<file path="config.mk">
export PLATFORM = sky130hd
export DESIGN_NAME = cpu_run_ctrl_flat
export DESIGN_NICKNAME = d
export VERILOG_FILES = /design/src/rtl/cpu_run_ctrl_if.sv /design/src/rtl/cpu_run_ctrl.sv /design/src/flat_wrapper.sv
export SDC_FILE = /design/constraint.sdc
export NUM_CORES = 1
export LEC_CHECK = 0
export ABC_CLOCK_PERIOD_IN_PS = 2200
export BUFFER_PORTS_ARGS = -buffer_cell sky130_fd_sc_hd__buf_2
export CAP_MARGIN = 20
export CORE_UTILIZATION = 40
export DETAILED_ROUTE_END_ITERATION = 7
export GPL_ROUTABILITY_DRIVEN = 1
export PLACE_DENSITY = 0.73
export SETUP_SLACK_MARGIN = 0.15
export SYNTH_ARGS = -nofsm -noshare
export SYNTH_HDL_FRONTEND = slang
export SYNTH_SLANG_ARGS = --single-unit
</file>
<file path="constraint.sdc">
create_clock -name clk -period 2.2 [get_ports clk]
set_clock_uncertainty 0.1 [all_clocks]
set_input_delay 0.11 -clock clk [delete_from_list [all_inputs] [get_ports clk]]
set_output_delay 0.11 -clock clk [all_outputs]
set_load 0.1 [all_outputs]
</file>
<file path="src/rtl/cpu_run_ctrl_if.sv">
// PDU/core-side signal bundle for the CPU run controller.
// master drives the PDU and core inputs; slave is the controller itself.
interface cpu_run_ctrl_if;
  logic        pdu_run;
  logic [31:0] pdu_breakpoint;
  logic [31:0] pc_if;
  logic        halt_req;
  logic        cpu_ce;
  logic        cpu_stop;
  logic [1:0]  stop_cause;
  logic [31:0] run_cycles;

  modport master (
    output pdu_run, pdu_breakpoint, pc_if, halt_req,
    input  cpu_ce, cpu_stop, stop_cause, run_cycles
  );

  modport slave (
    input  pdu_run, pdu_breakpoint, pc_if, halt_req,
    output cpu_ce, cpu_stop, stop_cause, run_cycles
  );
endinterface

</file>
<file path="src/rtl/cpu_run_ctrl.sv">
// CPU run controller: turns the PDU run level and breakpoint into a core clock
// enable, halts on breakpoint / halt request / watchdog and reports the cause.
module cpu_run_ctrl #(
  parameter logic [31:0] WDT_LIMIT = 32'd0
) (
  input  logic          clk,
  input  logic          rstn,
  cpu_run_ctrl_if.slave bus
);

  localparam int unsigned CNT_W = 32;
  localparam logic [1:0] CAUSE_NONE = 2'b00;
  localparam logic [1:0] CAUSE_BP   = 2'b01;
  localparam logic [1:0] CAUSE_HALT = 2'b10;
  localparam logic [1:0] CAUSE_WDT  = 2'b11;

  typedef enum logic [1:0] {
    IDLE    = 2'd0,
    RUN     = 2'd1,
    STOPPED = 2'd2
  } state_t;

  state_t             state, state_nxt;
  logic               armed;
  logic [CNT_W-1:0]   run_cycles_q;
  logic [1:0]         cause_q;
  logic               stop_q;
  logic               bp_hit, wdt_hit, stop_cond;
  logic [1:0]         cause_nxt;
  logic               cpu_ce_c;

  // Stop detection; only meaningful while RUN and the PDU is not pausing
  always_comb begin
    bp_hit    = armed && (bus.pc_if == bus.pdu_breakpoint);
    wdt_hit   = (WDT_LIMIT != 32'd0) && (run_cycles_q == WDT_LIMIT);
    stop_cond = (state == RUN) && bus.pdu_run && (bus.halt_req || bp_hit || wdt_hit);
    if (bus.halt_req)  cause_nxt = CAUSE_HALT;
    else if (bp_hit)   cause_nxt = CAUSE_BP;
    else if (wdt_hit)  cause_nxt = CAUSE_WDT;
    else               cause_nxt = CAUSE_NONE;
  end

  always_ff @(posedge clk or negedge rstn) begin
    if (!rstn) state <= IDLE;
    else       state <= state_nxt;
  end

  always_comb begin
    state_nxt = state;
    case (state)
      IDLE:    if (bus.pdu_run) state_nxt = RUN;
      RUN:     if (stop_cond)   state_nxt = STOPPED;
      STOPPED: if (!bus.pdu_run) state_nxt = IDLE;
      default: state_nxt = IDLE;
    endcase
  end

  // Zero-latency enable so the breakpoint instruction is never fetched
  always_comb begin
    cpu_ce_c = 1'b0;
    if (state == RUN) cpu_ce_c = bus.pdu_run && !stop_cond;
  end

  // Per-run bookkeeping: cleared on run start, held through pause and stop
  always_ff @(posedge clk or negedge rstn) begin
    if (!rstn) begin
      run_cycles_q <= '0;
      armed        <= 1'b0;
      cause_q      <= CAUSE_NONE;
      stop_q       <= 1'b0;
    end else begin
      stop_q <= (state_nxt == STOPPED);
      if ((state == IDLE) && bus.pdu_run) begin
        run_cycles_q <= '0;
        armed        <= 1'b0;
        cause_q      <= CAUSE_NONE;
      end else if (cpu_ce_c) begin
        armed <= 1'b1;
        if (run_cycles_q != {CNT_W{1'b1}}) run_cycles_q <= run_cycles_q + CNT_W'(1);
      end else if (stop_cond) begin
        cause_q <= cause_nxt;
      end
    end
  end

  assign bus.cpu_ce     = cpu_ce_c;
  assign bus.cpu_stop   = stop_q;
  assign bus.stop_cause = cause_q;
  assign bus.run_cycles = run_cycles_q;

endmodule

</file>
<file path="src/flat_wrapper.sv">
// flat-port wrapper written by rule: the top's interface ports become plain ports
module cpu_run_ctrl_flat 
#(
  parameter logic [31:0] WDT_LIMIT = 32'd0
)
  (clk, rstn, bus_pdu_run, bus_pdu_breakpoint, bus_pc_if, bus_halt_req, bus_cpu_ce, bus_cpu_stop, bus_stop_cause, bus_run_cycles);
  cpu_run_ctrl_if bus_i ();
  input  logic clk;
  input  logic rstn;
  input wire logic [$bits(bus_i.pdu_run)-1:0] bus_pdu_run;
  input wire logic [$bits(bus_i.pdu_breakpoint)-1:0] bus_pdu_breakpoint;
  input wire logic [$bits(bus_i.pc_if)-1:0] bus_pc_if;
  input wire logic [$bits(bus_i.halt_req)-1:0] bus_halt_req;
  output wire logic [$bits(bus_i.cpu_ce)-1:0] bus_cpu_ce;
  output wire logic [$bits(bus_i.cpu_stop)-1:0] bus_cpu_stop;
  output wire logic [$bits(bus_i.stop_cause)-1:0] bus_stop_cause;
  output wire logic [$bits(bus_i.run_cycles)-1:0] bus_run_cycles;
  assign bus_i.pdu_run = bus_pdu_run;
  assign bus_i.pdu_breakpoint = bus_pdu_breakpoint;
  assign bus_i.pc_if = bus_pc_if;
  assign bus_i.halt_req = bus_halt_req;
  assign bus_cpu_ce = bus_i.cpu_ce;
  assign bus_cpu_stop = bus_i.cpu_stop;
  assign bus_stop_cause = bus_i.stop_cause;
  assign bus_run_cycles = bus_i.run_cycles;
  cpu_run_ctrl #(.WDT_LIMIT(WDT_LIMIT)) u_core (.clk(clk), .rstn(rstn), .bus(bus_i));
endmodule
</file>
# Word-level counts from Yosys, hierarchy flattened
# Cells that the tools add are included.
[op_classes]
n_eq_ne = 6
muxes = 15
n_addsub = 1
reduce_logical = 13
[ops]
columns = ["operator", "n"]
rows = [
  ["$mux W32", 3],
  ["$add A32 B1 Y32 const B", 1],
  ["$eq A32 B32 Y1", 1],
  ["$ne A32 B32 Y1 const B", 1],
  ["$mux W2", 7],
  ["$pmux W2 S3", 1],
  ["$reduce_bool A2 Y1", 3],
  ["$logic_and A1 B1 Y1", 5],
  ["$eq A2 B2 Y1 const B", 2],
  ["$mux W1", 4],
  ["$reduce_and A2 Y1", 2],
  ["$eq A2 B1 Y1 const B", 1],
  ["$logic_not A2 Y1", 1],
  ["$ne A2 B1 Y1 const B", 1],
  ["$logic_not A1 Y1", 1],
  ["$logic_or A1 B1 Y1", 1],
]
[totals]
out_inout_bits = 36
elab_cells = 40
inputBits = 68
regBits = 38

# Depth between registers and ports, before layout
# Gate-level depths: netlist of run 1.
[logic_depth]
depth_word = 9
mapped_depth = 8

# Worst setup path before layout of run 1
# Ideal clock, no wire load.
[synth_timing]
path_type = "reg2reg"
start = "register u_core.armed"
end = "register u_core.armed"
slack_ns = -1.120
path_stages_with_launch = 6
path_buffers = 0
t_arrival_ns = 3.142
setup_ns = 0.078
path_cell_list = "dfrtp_1 -> nor2b_1 -> nor4b_1 -> nand3_1 -> nor3b_1 -> a21o_1"
[synth_via]
elab_chain_len = 7
[synth_rtl]
columns = ["element", "line_no", "source"]
rows = [
  ["from (decl)", "cpu_run_ctrl.sv:24", "logic armed;"],
  ["from (signal assigned)", "cpu_run_ctrl.sv:68", "armed <= 1'b0;"],
  ["from (signal assigned)", "cpu_run_ctrl.sv:75", "armed <= 1'b0;"],
  ["from (signal assigned)", "cpu_run_ctrl.sv:78", "armed <= 1'b1;"],
  ["$logic_and A1 B1 Y1", "cpu_run_ctrl.sv:34", "bp_hit = armed && (bus.pc_if == bus.pdu_breakpoint);"],
  ["$logic_or A1 B1 Y1", "cpu_run_ctrl.sv:36", "stop_cond = (state == RUN) && bus.pdu_run && (bus.halt_req || bp_hit || wdt_hit);"],
  ["$logic_and A1 B1 Y1", "cpu_run_ctrl.sv:36", ""],
  ["$logic_not A1 Y1", "cpu_run_ctrl.sv:61", "if (state == RUN) cpu_ce_c = bus.pdu_run && !stop_cond;"],
  ["$logic_and A1 B1 Y1", "cpu_run_ctrl.sv:61", ""],
  ["$mux W1", "cpu_run_ctrl.sv:61", ""],
  ["net bus_cpu_ce", "flat_wrapper.sv:14", "output wire logic [$bits(bus_i.cpu_ce)-1:0] bus_cpu_ce;"],
  ["$reduce_bool A2 Y1 (no line)", "-", ""],
]
# The timed path passes the listed nets, and every way through them passes these cells.
# A chain may end at the register's enable or synchronous reset.

# Final worst setup path of run 1
[layout_timing]
start = "register u_core.run_cycles_q[10], in the netlist u_core.bus.run_cycles[10]"
end = "register u_core.run_cycles_q[25], in the netlist u_core.bus.run_cycles[25]"
[layout_via]
elab_chain_len = 4
elab_cells_between_ends = 7
[layout_rtl]
columns = ["element", "line_no", "source"]
rows = [
  ["from (decl)", "cpu_run_ctrl.sv:25", "logic [CNT_W-1:0] run_cycles_q;"],
  ["from (signal assigned)", "cpu_run_ctrl.sv:79", "if (run_cycles_q != {CNT_W{1'b1}}) run_cycles_q <= run_cycles_q + CNT_W'(1);"],
  ["$add A32 B1 Y32", "cpu_run_ctrl.sv:79", ""],
  ["$mux W32", "cpu_run_ctrl.sv:79", ""],
  ["$mux W32", "cpu_run_ctrl.sv:77", "end else if (cpu_ce_c) begin"],
  ["$mux W32", "cpu_run_ctrl.sv:73", "if ((state == IDLE) && bus.pdu_run) begin"],
]
# Parallel ways exist; a longest one is shown, timed or not. The select of a mux whose other input is x is not followed.

==> summary.md, run 1 <==
| Metric | Value |
|---|---|
| Post-synth top area share | `35.5%` |
| Routed Antenna Nets | `0` |
| CP Launch Type | `flip-flop` |
| Vias in the first global route | `3033` |
| Switching Share | `42.5%` |
| Worst-Margin Slew | `903 ps` |
| Ys flop type | `dfrtp_1` |
| Inst Count DP | `523` |
| Worst Path Arrival | `2530 ps` |
| Reg2Reg Setup Slack | `-190 ps` |
| Relative max-transition margin | `39.8%` |
| Unique cell type count in the Yosys netlist | `55` |
| Num Clock Sinks | `38` |
| Final setup violation count | `9` |
| Worst Path Buf+Inv | `2` |
| Setup Crit Path Kind | `reg2reg` |
| CP max FO | `5` |
| Switching power | `1.07 mW` |
| CTS tree | `built` |
| First-pass GRT wire length | `13800 um` |
| DRC | `10` |
| Worst EP required | `2340 ps` |
| Largest net degree at the start of global routing | `39` |
| Sequential share of the synthesized area | `35.5%` |
| Internal power | `approximately 1.5 mW` |
| Flop pwr share | `between 30% and 40%` |
| Final hold violations | `0` |
| Core area | `6420 um2` |
| Pre-CTS setup slack | `-124 ps` |
| Syn-to-layout area delta | `68.0%` |
| GRT met2 Usage | `44.3%` |
| Pwr Density | `562 nW/um2` |
| Antenna violations before repair | `0` |
| Overflow after GRT | `0` |
| Ant diodes | `0` |
| Number of synthesized flops with an enable pin | `0` |
| Clock share of power | `24.0%` |
| Fin crit share | `109%` |
| Final worst-path setup slack | `-191 ps` |
| Worst-Skew Late Latency | `310 ps` |
| Syn nets | `370` |
| Final std cells w/o fill | `557` |
| Crit-path cells | `buf_4, and3_4, nand4_1, buf_4, a211oi_2, nand4_1, or3_1, a21oi_1` |
| Final slew viol count | `0` |
| Post-synth top area cell | `dfrtp_1` |
| Combinational cell fraction of total power | `approximately two fifths` |
| Vias per Instance | `slightly below 6` |
| Ys async rst share | `100%` |
| Tmin final | `approximately 2400 ps` |
| Die Y | `83.8 um` |
| Fmax | `0.418 GHz` |
| CTS H-tree depth | `2` |
| Root Driver | `clkbuf_8` |
| Routability cong. | `around 0.82` |
| Crit-path leading delay family | `simple AND/OR/NAND/NOR gates` |
| Final WL | `9540 um` |
| DP HPWL | `6200 um` |
| TritonCTS Buffers | `5` |
| Unrepaired setup endpoints after global routing | `yes` |
| Clk slew on worst S/H paths | `80 ps` |
| Port Buffers | `around 100` |
| Failing checks | `DRC, setup timing` |
| Top post-synthesis cells by area | `dfrtp_1 36%, xnor2_1 7.9%, or4_1 5.3%, nand4_1 4.7%, a21oi_1 3.6%` |
| Post-Place Cell Area | `3800 um2` |
| Peak VDD IR | `0.765 mV` |
| Met1 usage | `28.8%` |
| MaxCap Viol Count | `0` |
| YS warnings | `0` |
| Leak Pwr | `a little under 2 nW` |
| Total I/O pin count | `roughly 100` |
| Gr busiest metal | `met2` |
| Max clock buf depth | `2` |
| Mapped Area | `2680 um2` |
| Die Area | `~7000 um2` |
| Drt pass-1 iters | `8` |
| Row count | `29` |
| Status | `finished with violations` |
| Post-DR wirelength/cell | `17.1 um` |
| Type of the most critical hold path | `in2reg` |
| Critical path endpoint category | `flip-flop` |
| Total global-route track usage | `24.4%` |
| Fin util | `between 70% and 80%` |
| Chip width | `83.8 um` |
| Mapped Cells | `301` |
| Initial Utilization | `a little over two fifths` |
| Final net count | `about 550` |
| DR vias | `3250` |
| Slowest CP cell | `dfrtp_4` |
| Final hold slack | `~25 ps` |
| Met3 Use GR | `3.86%` |
| Share of cells above drive strength 1 | `61.3%` |
| Synth Area per Inst | `8.90 um2` |
| Max incr delay on CP | `430 ps` |
| Post-synthesis register bit count | `38` |
| Initial drt markers | `247` |
| Final instance area | `~4500 um2` |
final timing paths:
| check | from | to | cells after the start |
|---|---|---|---|
| max | u_core.bus.run_cycles[10] | u_core.bus.run_cycles[25] | 8 |
| min | bus_pdu_run | u_core.state[0] | 3 |
| min reg2reg | u_core.armed | u_core.armed | 1 |
| max reg2reg | u_core.bus.run_cycles[10] | u_core.bus.run_cycles[25] | 8 |
| min in group asynchronous | rstn | u_core.bus.run_cycles[3] | 2 |
| max in group asynchronous | rstn | u_core.bus.run_cycles[0] | 2 |
through the flow:
| step | TNS, ps | power [mW] |
|---|---|---|
| after global placement | -117 | 1.79 |
| after detailed placement | -811 | 1.81 |
| after floorplan | -1410 | 1.54 |
| after global routing | -1570 | 2.62 |
| final | -773 | 2.53 |
| after CTS | -40.7 | 2.44 |
synth_stat cells, types with 3 or more instances:
library cell / count
a21oi_1: 19
and2_1: 5
and3_1: 8
buf_2: 3
buf_6: 3
clkbuf_1: 6
dfrtp_1: 38
inv_1: 3
mux2i_1: 4
nand2_1: 24
nand2b_1: 6
nand3_1: 18
nand4_1: 20
nor2_1: 12
nor2b_1: 3
nor3b_1: 3
nor4_1: 3
o211ai_1: 3
o21ai_0: 7
o21ai_1: 6
o31ai_1: 8
or3_1: 12
or4_1: 19
xnor2_1: 24
xor2_1: 8
cells in the final DEF, fill, tap and decap left out, types with 10 or more instances in the layout:
master,n
buf_6,16
a21oi_2,11
nor2_1,10
buf_4,63
nand4_1,20
dfrtp_4,23
xnor2_1,24
buf_2,102
nand2_1,22
or4_1,14
dfrtp_2,10
flip-flops by register name (all words and copies together) (netlist names):
name                   count
u_core.bus.run_cycles     32
u_core.state               2
u_core.bus.stop_cause      2
u_core.bus.cpu_stop        1
u_core.armed               1
metal layers:
layer	share of wire, %	routed length, um	up-vias
li1	-	-	1510
met1	38	3610	1565
met2	53	5080	143
met3	5.6	537	32
met4	3.3	312	0
met5	0	0	-
layout make-up:
cell class / instances / area (um2)
inverter: 3 / 11.3
clock buffer: 5 / 68.8
fill: 474 / 1920
timing repair buffer: 184 / 1200
clock inverter: 3 / 40.0
sequential: 38 / 1050
multi-input combinational: 247 / 2030
tap: 77 / 96.3
cell families (layout without fill, tap and decap cells):
family | Yosys count | count (layout) | share of synthesized area (%)
AND/OR/NAND/NOR | 150 | 150 | 33.9
buffers and inverters | 16 | 195 | 3.27
AO/OA/AOI/OAI | 59 | 59 | 14.5
XOR/XNOR | 32 | 32 | 10.5
flip-flops | 38 | 38 | 35.5
adder cells (fa/ha/maj) | 1 | 1 | 0.467
multiplexers | 5 | 5 | 1.92
power by group through the flow:
stage               logic (mW)  clock network (mW)  registers (mW)
CTS                      0.972               0.605           0.863
detailed placement       0.935                   0           0.876
global placement         0.915                   0           0.873
global route              1.10               0.633           0.887
floorplan                0.341                   0            1.20
finish                    1.04               0.608           0.880
worst register-to-register path, cell delays in order, from the launching register on:
cell	delay, ps
dfrtp_4	430
buf_4	140
and3_4	190
nand4_1	350
buf_4	280
a211oi_2	170
nand4_1	150
or3_1	390
a21oi_1	120
timing repair:
action                                  in CTS  in global routing
endpoints found under the setup margin      26                 33
gates resized for setup                     17                 67
buffers inserted                             7                 17
cloned                                       0                  0
endpoints found under the hold margin       39                  0
pin swaps                                   15                 31
hold buffers                                 2                  0
Power figures use the tool's default switching activity.
==> run 2: changes to the inputs <==
--- a/config.mk
+++ b/config.mk
@@ -5,13 +5,14 @@
 export SDC_FILE = /design/constraint.sdc
 export NUM_CORES = 1
 export LEC_CHECK = 0
-export ABC_CLOCK_PERIOD_IN_PS = 2200
+export ABC_CLOCK_PERIOD_IN_PS = 2900
 export BUFFER_PORTS_ARGS = -buffer_cell sky130_fd_sc_hd__buf_2
 export CAP_MARGIN = 20
 export CORE_UTILIZATION = 40
+export CTS_BUF_LIST = sky130_fd_sc_hd__clkbuf_4
 export DETAILED_ROUTE_END_ITERATION = 7
 export GPL_ROUTABILITY_DRIVEN = 1
-export PLACE_DENSITY = 0.73
+export PLACE_DENSITY = 0.71
 export SETUP_SLACK_MARGIN = 0.15
 export SYNTH_ARGS = -nofsm -noshare
 export SYNTH_HDL_FRONTEND = slang
==> constraint.sdc (replaced) <==
create_clock -name clk -period 2.9 [get_ports clk]
set_clock_uncertainty 0.1 [all_clocks]
set_input_delay 0.145 -clock clk [delete_from_list [all_inputs] [get_ports clk]]
set_output_delay 0.145 -clock clk [all_outputs]
set_load 0.1 [all_outputs]
==> run 2 against run 1 <==
Net effect: the flow finishes with violations (DRC); largest cell class unchanged; cell area decreased by 26%; highest routed layer unchanged; die area unchanged; combinational power decreased by 36%; critical path depth decreased by 2; sequential share of layout area increased by 5.5 points; critical endpoint is now u_core.bus.run_cycles[24].
==> summary.md, run 2 (synthesis results as in run 1) <==
| Metric | Value |
|---|---|
| Final setup violation count | `0 (-9)` |
| Relative max-transition margin | `44.1% (+4.3 points)` |
| Final WL | `7130 um (-25%)` |
| Layout fillers | `631 (+33%)` |
| Clk slew on worst S/H paths | `120 ps (+40 ps)` |
| Failing checks | `DRC` |
| Num Clock Sinks | `38 (unchanged)` |
| Sum Neg Setup Slack | `0 ps (+773 ps)` |
| Peak VDD IR | `0.496 mV (-35%)` |
| CP Launch Type | `flip-flop` |
| Overflow after GRT | `0 (unchanged)` |
| Unrepaired setup endpoints after global routing | `no` |
| Worst-Skew Late Latency | `350 ps (+40 ps)` |
| Setup Crit Path Kind | `reg2reg` |
| CTS tree | `built` |
| Initial drt markers | `201 (-19%)` |
| Worst Path Arrival | `2640 ps (+110 ps)` |
| Routability cong. | `0.829 (+0.77%)` |
| Routed Antenna Nets | `0 (unchanged)` |
| Final hold violations | `0 (unchanged)` |
| Leak Pwr | `1.50 nW (-24%)` |
| Post_cts resized | `0 (-17)` |
| Min-delay src | `bus_halt_req` |
| Reg2Reg Setup Slack | `440 ps (+630 ps)` |
| Post-CTS setup buffer count | `0 (-7)` |
| Reg2Reg Capture Point | `u_core.bus.run_cycles[24]` |
| Cts hold-fix bufs | `2 (unchanged)` |
| Commonest non-fill, non-tap cells in the layout | `103 x buf_2, 26 x dfrtp_1, 24 x xnor2_1, 24 x nand2_1, 20 x nand4_1` |
| Initial Utilization | `41.7% (unchanged)` |
| Ant diodes | `0 (unchanged)` |
| First-pass GRT wire length | `12200 um (-12%)` |
| Post-DR wirelength/cell | `14.7 um (-14%)` |
| Core area | `6420 um2 (unchanged)` |
| Syn-to-layout area delta | `25.0%` |
| Root Driver | `clkbuf_4` |
| Type of the most critical hold path | `in2reg` |
| Vias in the first global route | `2628 (-13%)` |
| Worst-Margin Slew | `838 ps (-64.8 ps)` |
| Chip width | `83.8 um (unchanged)` |
| Total global-route track usage | `21.2% (-3.3 points)` |
| DRC | `6 (-4)` |
| DP HPWL | `5410 um (-13%)` |
| Share of cells above drive strength 1 | `34.4% (-27 points)` |
| Inst Count DP | `474 (-9.4%)` |
| Final net count | `475 (-13%)` |
| Max clock buf depth | `2 (unchanged)` |
| Die Y | `83.8 um (unchanged)` |
| Tmin final | `2460 ps (+70.3 ps)` |
| Critical path endpoint category | `flip-flop` |
| Hold Path Sink | `u_core.bus.run_cycles[30]` |
| Worst hold path stage count | `4 (+1)` |
| Fmax | `0.406 GHz (-2.9%)` |
| Total I/O pin count | `104 (unchanged)` |
| Final hold slack | `103 ps (+78.0 ps)` |
| Die Area | `7020 um2 (unchanged)` |
| Antenna violations before repair | `0 (unchanged)` |
| Area of the multi-input gates | `1640 um2 (-19%)` |
| Crit path from | `u_core.bus.run_cycles[15]` |
| CTS H-tree depth | `2 (unchanged)` |
| CP max FO | `6 (+1)` |
| Worst reg2reg path depth | `6 (-2)` |
| Port Buffers | `103 (unchanged)` |
| Drt pass-1 iters | `8 (unchanged)` |
| Final slew viol count | `0 (unchanged)` |
| Largest register FFs | `32 (unchanged)` |
| Commonest non-fill, non-tap cell in the layout | `buf_2` |
| Worst EP required | `3080 ps (+740 ps)` |
| Storage cell area | `966 um2 (-8.0%)` |
| Largest net degree at the start of global routing | `51 (+31%)` |
| Final std cells w/o fill | `484 (-13%)` |
| Vias per Instance | `5.61 (-3.8%)` |
| DR vias | `2716 (-16%)` |
| Fin crit share | `84.9% (-24 points)` |
| MaxCap Viol Count | `0 (unchanged)` |
| Row count | `29 (unchanged)` |
| Pwr Density | `466 nW/um2 (-17%)` |
| Status | `finished with violations` |
| FF-to-FF Start | `u_core.bus.run_cycles[15]` |
| TritonCTS Buffers | `5 (unchanged)` |
[run 2: changes by cell type in the layout (fill, tap and decap cells not counted), sizes merged]
cell / previous run / this run
buf: 182 / 109
bufinv: 1 / 0
clkinv: 2 / 3
[run 2: metrics by stage]
stage	util (%)	worst slack [ps]	total power, mW	cell area, um2
finish	52.1	438	1.56	3350
global route	52.1	185	1.65	3350
CTS	52.1	508	1.57	3350
detailed placement	51.0	487	1.30	3280
global placement	51.0	537	1.29	3280
floorplan	-	147	1.13	2700
[run 2: how the worst max path moves through the flow]
| stage | endpoint | slack [ps] | cells past startpoint |
|---|---|---|---|
| after global routing | u_core.bus.run_cycles[24] | 190 | 6 |
| final | u_core.bus.run_cycles[24] | 440 | 6 |
| after floorplan | u_core.bus.run_cycles[8] | 150 | 5 |
| after detailed placement | u_core.bus.run_cycles[29] | 490 | 8 |
| after global placement | u_core.bus.run_cycles[29] | 540 | 8 |
| after CTS | u_core.bus.run_cycles[22] | 510 | 6 |
[run 2: power breakdown]
part           internal (mW)  switching (mW)
clock network         0.0866           0.180
logic                  0.183           0.478
registers              0.576          0.0552
total                  0.846           0.713
[run 2: layer usage]
layer	track usage (%)	wire [um]	vias up
met5	0	0	-
li1	-	-	1368
met3	3.66	271	5
met2	35.7	3420	71
met4	5.17	49	0
met1	28.2	3390	1272
[run 2: worst max-delay path, cell delays in order (launching register included)]
cell,delay [ps]
dfrtp_2,460
and3_1,230
and3_1,260
a21oi_1,450
nand3_1,270
or4_1,450
a21oi_1,180
[run 2: final cells by class]
| type | count | area share (%) |
|---|---|---|
| clock buffers | 5 | 1.12 |
| well taps | 77 | 2.88 |
| repair buffers | 111 | 17.3 |
| flip-flops and latches | 38 | 28.9 |
| inverters | 3 | 0.336 |
| multi-input cells | 247 | 49.1 |
| clock inverters | 3 | 0.336 |
==> run 3: changes to the inputs <==
--- a/config.mk
+++ b/config.mk
@@ -5,7 +5,7 @@
 export SDC_FILE = /design/constraint.sdc
 export NUM_CORES = 1
 export LEC_CHECK = 0
-export ABC_CLOCK_PERIOD_IN_PS = 2900
+export ABC_CLOCK_PERIOD_IN_PS = 2390
 export BUFFER_PORTS_ARGS = -buffer_cell sky130_fd_sc_hd__buf_2
 export CAP_MARGIN = 20
 export CORE_UTILIZATION = 40
==> constraint.sdc (replaced) <==
create_clock -name clk -period 2.39 [get_ports clk]
set_clock_uncertainty 0.1 [all_clocks]
set_input_delay 0.1195 -clock clk [delete_from_list [all_inputs] [get_ports clk]]
set_output_delay 0.1195 -clock clk [all_outputs]
set_load 0.1 [all_outputs]
==> run 3 against run 2 <==
Net effect: the run still ends with DRC left; via count grew 5.4%; largest cell class unchanged; critical path depth shrank 1; fmax grew 9.2%; highest routed layer unchanged; global-route usage grew 0.31 points.
==> summary.md, run 3 (synthesis results as in run 1) <==
| Metric | Value |
|---|---|
| Flop pwr share | `40.5% (about the same)` |
| Worst-Margin Slew | `878 ps (+39.8 ps)` |
| Storage cell area | `1050 um2 (+8.5%)` |
| Commonest non-fill, non-tap cell in the layout | `buf_2` |
| Final setup violation count | `0 (unchanged)` |
| CTS tree | `built` |
| Fin crit share | `94.3% (+9.4 points)` |
| Routability cong. | `0.794 (-4.1%)` |
| Switching Share | `44.9% (-0.79 points)` |
| DR vias | `2862 (+5.4%)` |
| Failing checks | `DRC` |
| Initial drt markers | `154 (-23%)` |
| Port Buffers | `103 (unchanged)` |
| Relative max-transition margin | `41.5% (-2.7 points)` |
| Chip width | `83.8 um (unchanged)` |
| Final WL | `7440 um (+4.3%)` |
| Total global-route track usage | `21.5% (+0.31 points)` |
| CP max FO | `8 (+2)` |
| Pre-CTS setup slack | `133 ps (-353 ps)` |
| Final worst-path setup slack | `136 ps (-302 ps)` |
| Num Clock Sinks | `38 (unchanged)` |
| Overflow after GRT | `0 (unchanged)` |
| Fmax | `0.444 GHz (+9.2%)` |
| Post-DR wirelength/cell | `14.8 um (+0.32%)` |
| Largest register FFs | `32 (unchanged)` |
| MaxCap Viol Count | `0 (unchanged)` |
| CTS H-tree depth | `2 (unchanged)` |
| Type of the most critical hold path | `in2reg` |
| Worst-Skew Late Latency | `350 ps (about the same)` |
| Vias in the first global route | `2718 (+3.4%)` |
| Total I/O pin count | `104 (unchanged)` |
| Initial Utilization | `41.7% (unchanged)` |
| Routed Antenna Nets | `0 (unchanged)` |
| Worst EP required | `2540 ps (-540 ps)` |
| Drt pass-1 iters | `6 (-2)` |
| Clk slew on worst S/H paths | `120 ps (about the same)` |
| Final hold violations | `0 (unchanged)` |
| Vias per Instance | `5.69 (+1.4%)` |
| Leak Pwr | `1.59 nW (+6.1%)` |
| Setup Crit Path Kind | `reg2reg` |
| TritonCTS Buffers | `5 (unchanged)` |
| Peak VDD IR | `0.381 mV (-23%)` |
| Fin util | `57.7% (+5.6 points)` |
| First-pass GRT wire length | `12300 um (+0.40%)` |
| Internal power | `1.08 mW (+27%)` |
| Root Driver | `clkbuf_4` |
| Tmin final | `2250 ps (-208 ps)` |
| Status | `finished with violations` |
| Largest net degree at the start of global routing | `39 (-24%)` |
| Unrepaired setup endpoints after global routing | `yes` |
| Combinational cell fraction of total power | `43.3% (+0.9 points)` |
| Antenna violations before repair | `0 (unchanged)` |
| Final std cells w/o fill | `503 (+3.9%)` |
| Worst Path Arrival | `2400 ps (-240 ps)` |
| Max clock buf depth | `2 (unchanged)` |
| Syn-to-layout area delta | `38.3%` |
| Die Y | `83.8 um (unchanged)` |
| Layout fillers | `594 (-5.9%)` |
| Critical path endpoint category | `flip-flop` |
| Met3 Use GR | `4.15% (+0.49 points)` |
| DRC | `2 (-4)` |
| Inst Count DP | `485 (+2.3%)` |
| Pwr Density | `529 nW/um2 (+14%)` |
| Commonest non-fill, non-tap cells in the layout | `103 x buf_2, 24 x xnor2_1, 24 x nand2_1, 24 x buf_4, 23 x dfrtp_4` |
| Switching power | `0.880 mW (+23%)` |
| Die Area | `7020 um2 (unchanged)` |
| Gr busiest metal | `met2` |
| Total power | `1.96 mW (+26%)` |
| Area of the multi-input gates | `1740 um2 (+5.8%)` |
| Core area | `6420 um2 (unchanged)` |
| Final net count | `496 (+4.4%)` |
| Clock share of power | `16.1% (-1.0 points)` |
| Ant diodes | `0 (unchanged)` |
| DP HPWL | `5460 um (+0.93%)` |
| CP Launch Type | `flip-flop` |
| Sum Neg Setup Slack | `0 ps (unchanged)` |
| Final slew viol count | `0 (unchanged)` |
| Row count | `29 (unchanged)` |
| Met1 usage | `26.5% (-1.7 points)` |
| Share of cells above drive strength 1 | `46.7% (+12 points)` |
| GRT met2 Usage | `38.4% (+2.7 points)` |
run 3: cell types whose count changed in the layout (fill, tap and decap cells not counted), moves of 3 or more:
| cell | previous run | this run |
|---|---|---|
| dfrtp_4 | 0 | 23 |
| dfrtp_1 | 26 | 6 |
| buf_4 | 6 | 24 |
| and3_1 | 8 | 4 |
| nand3_1 | 18 | 14 |
| nand3_2 | 0 | 4 |
| and3_4 | 0 | 3 |
| dfrtp_2 | 12 | 9 |
run 3: power by group through the flow:
stage / clock network [mW] / logic (mW) / registers, mW
finish: 0.316 / 0.849 / 0.793
global route: 0.348 / 0.904 / 0.806
CTS: 0.325 / 0.839 / 0.793
detailed placement: 0 / 0.836 / 0.805
global placement: 0 / 0.819 / 0.805
floorplan: 0 / 0.308 / 1.11
run 3: path summary, 6_finish.rpt:
| kind | start | depth (start not counted) | endpoint | slack, ps |
|---|---|---|---|---|
| worst max-delay path | u_core.bus.run_cycles[11] | 5 | u_core.bus.run_cycles[0] | 140 |
| worst min register to register | u_core.state[1] | 1 | u_core.state[0] | 380 |
| worst max register to register | u_core.bus.run_cycles[11] | 5 | u_core.bus.run_cycles[0] | 140 |
| min in group asynchronous | rstn | 2 | u_core.bus.run_cycles[6] | 310 |
| worst min-delay path | bus_halt_req | 4 | u_core.bus.run_cycles[30] | 40 |
| max in group asynchronous | rstn | 2 | u_core.bus.run_cycles[1] | 1230 |
run 3: critical path, cell delays in order, from the launching register on:
cell and delay (ps):
dfrtp_4 470, nand4_1 90, or4_4 560, nor4_4 400, or3_4 240, mux2_4 290
run 3: metrics by stage:
| step | hold slack [ps] | area [um2] |
|---|---|---|
| floorplan | -276 | 2820 |
| finish | 43.4 | 3700 |
| detailed placement | 196 | 3500 |
| global placement | 186 | 3500 |
| CTS | 40.8 | 3570 |
| global route | 51.8 | 3700 |
run 3: layer usage:
layer | part of all wire [%] | wire (um)
met1 | 44 | 3240
met2 | 51 | 3780
met3 | 4.7 | 349
met4 | 0.93 | 69
met5 | 0 | 0
run 3: layout make-up:
| type | count | area share [%] |
|---|---|---|
| clock inverters | 1 | 0.101 |
| clock buffers | 5 | 1.01 |
| well taps | 77 | 2.60 |
| inverters | 3 | 0.304 |
| flip-flops and latches | 38 | 28.3 |
| repair buffers | 132 | 20.7 |
| multi-input cells | 247 | 47.0 |
run 3: what timing repair did:
item                       4_1_cts  5_1_grt
setup endpoints to repair        5       23
resized for setup                1       14
hold endpoints to repair        41        0
setup buffers                    0       10
pin swaps                        1        7
hold buffers                     2        0
cloned                           0        0
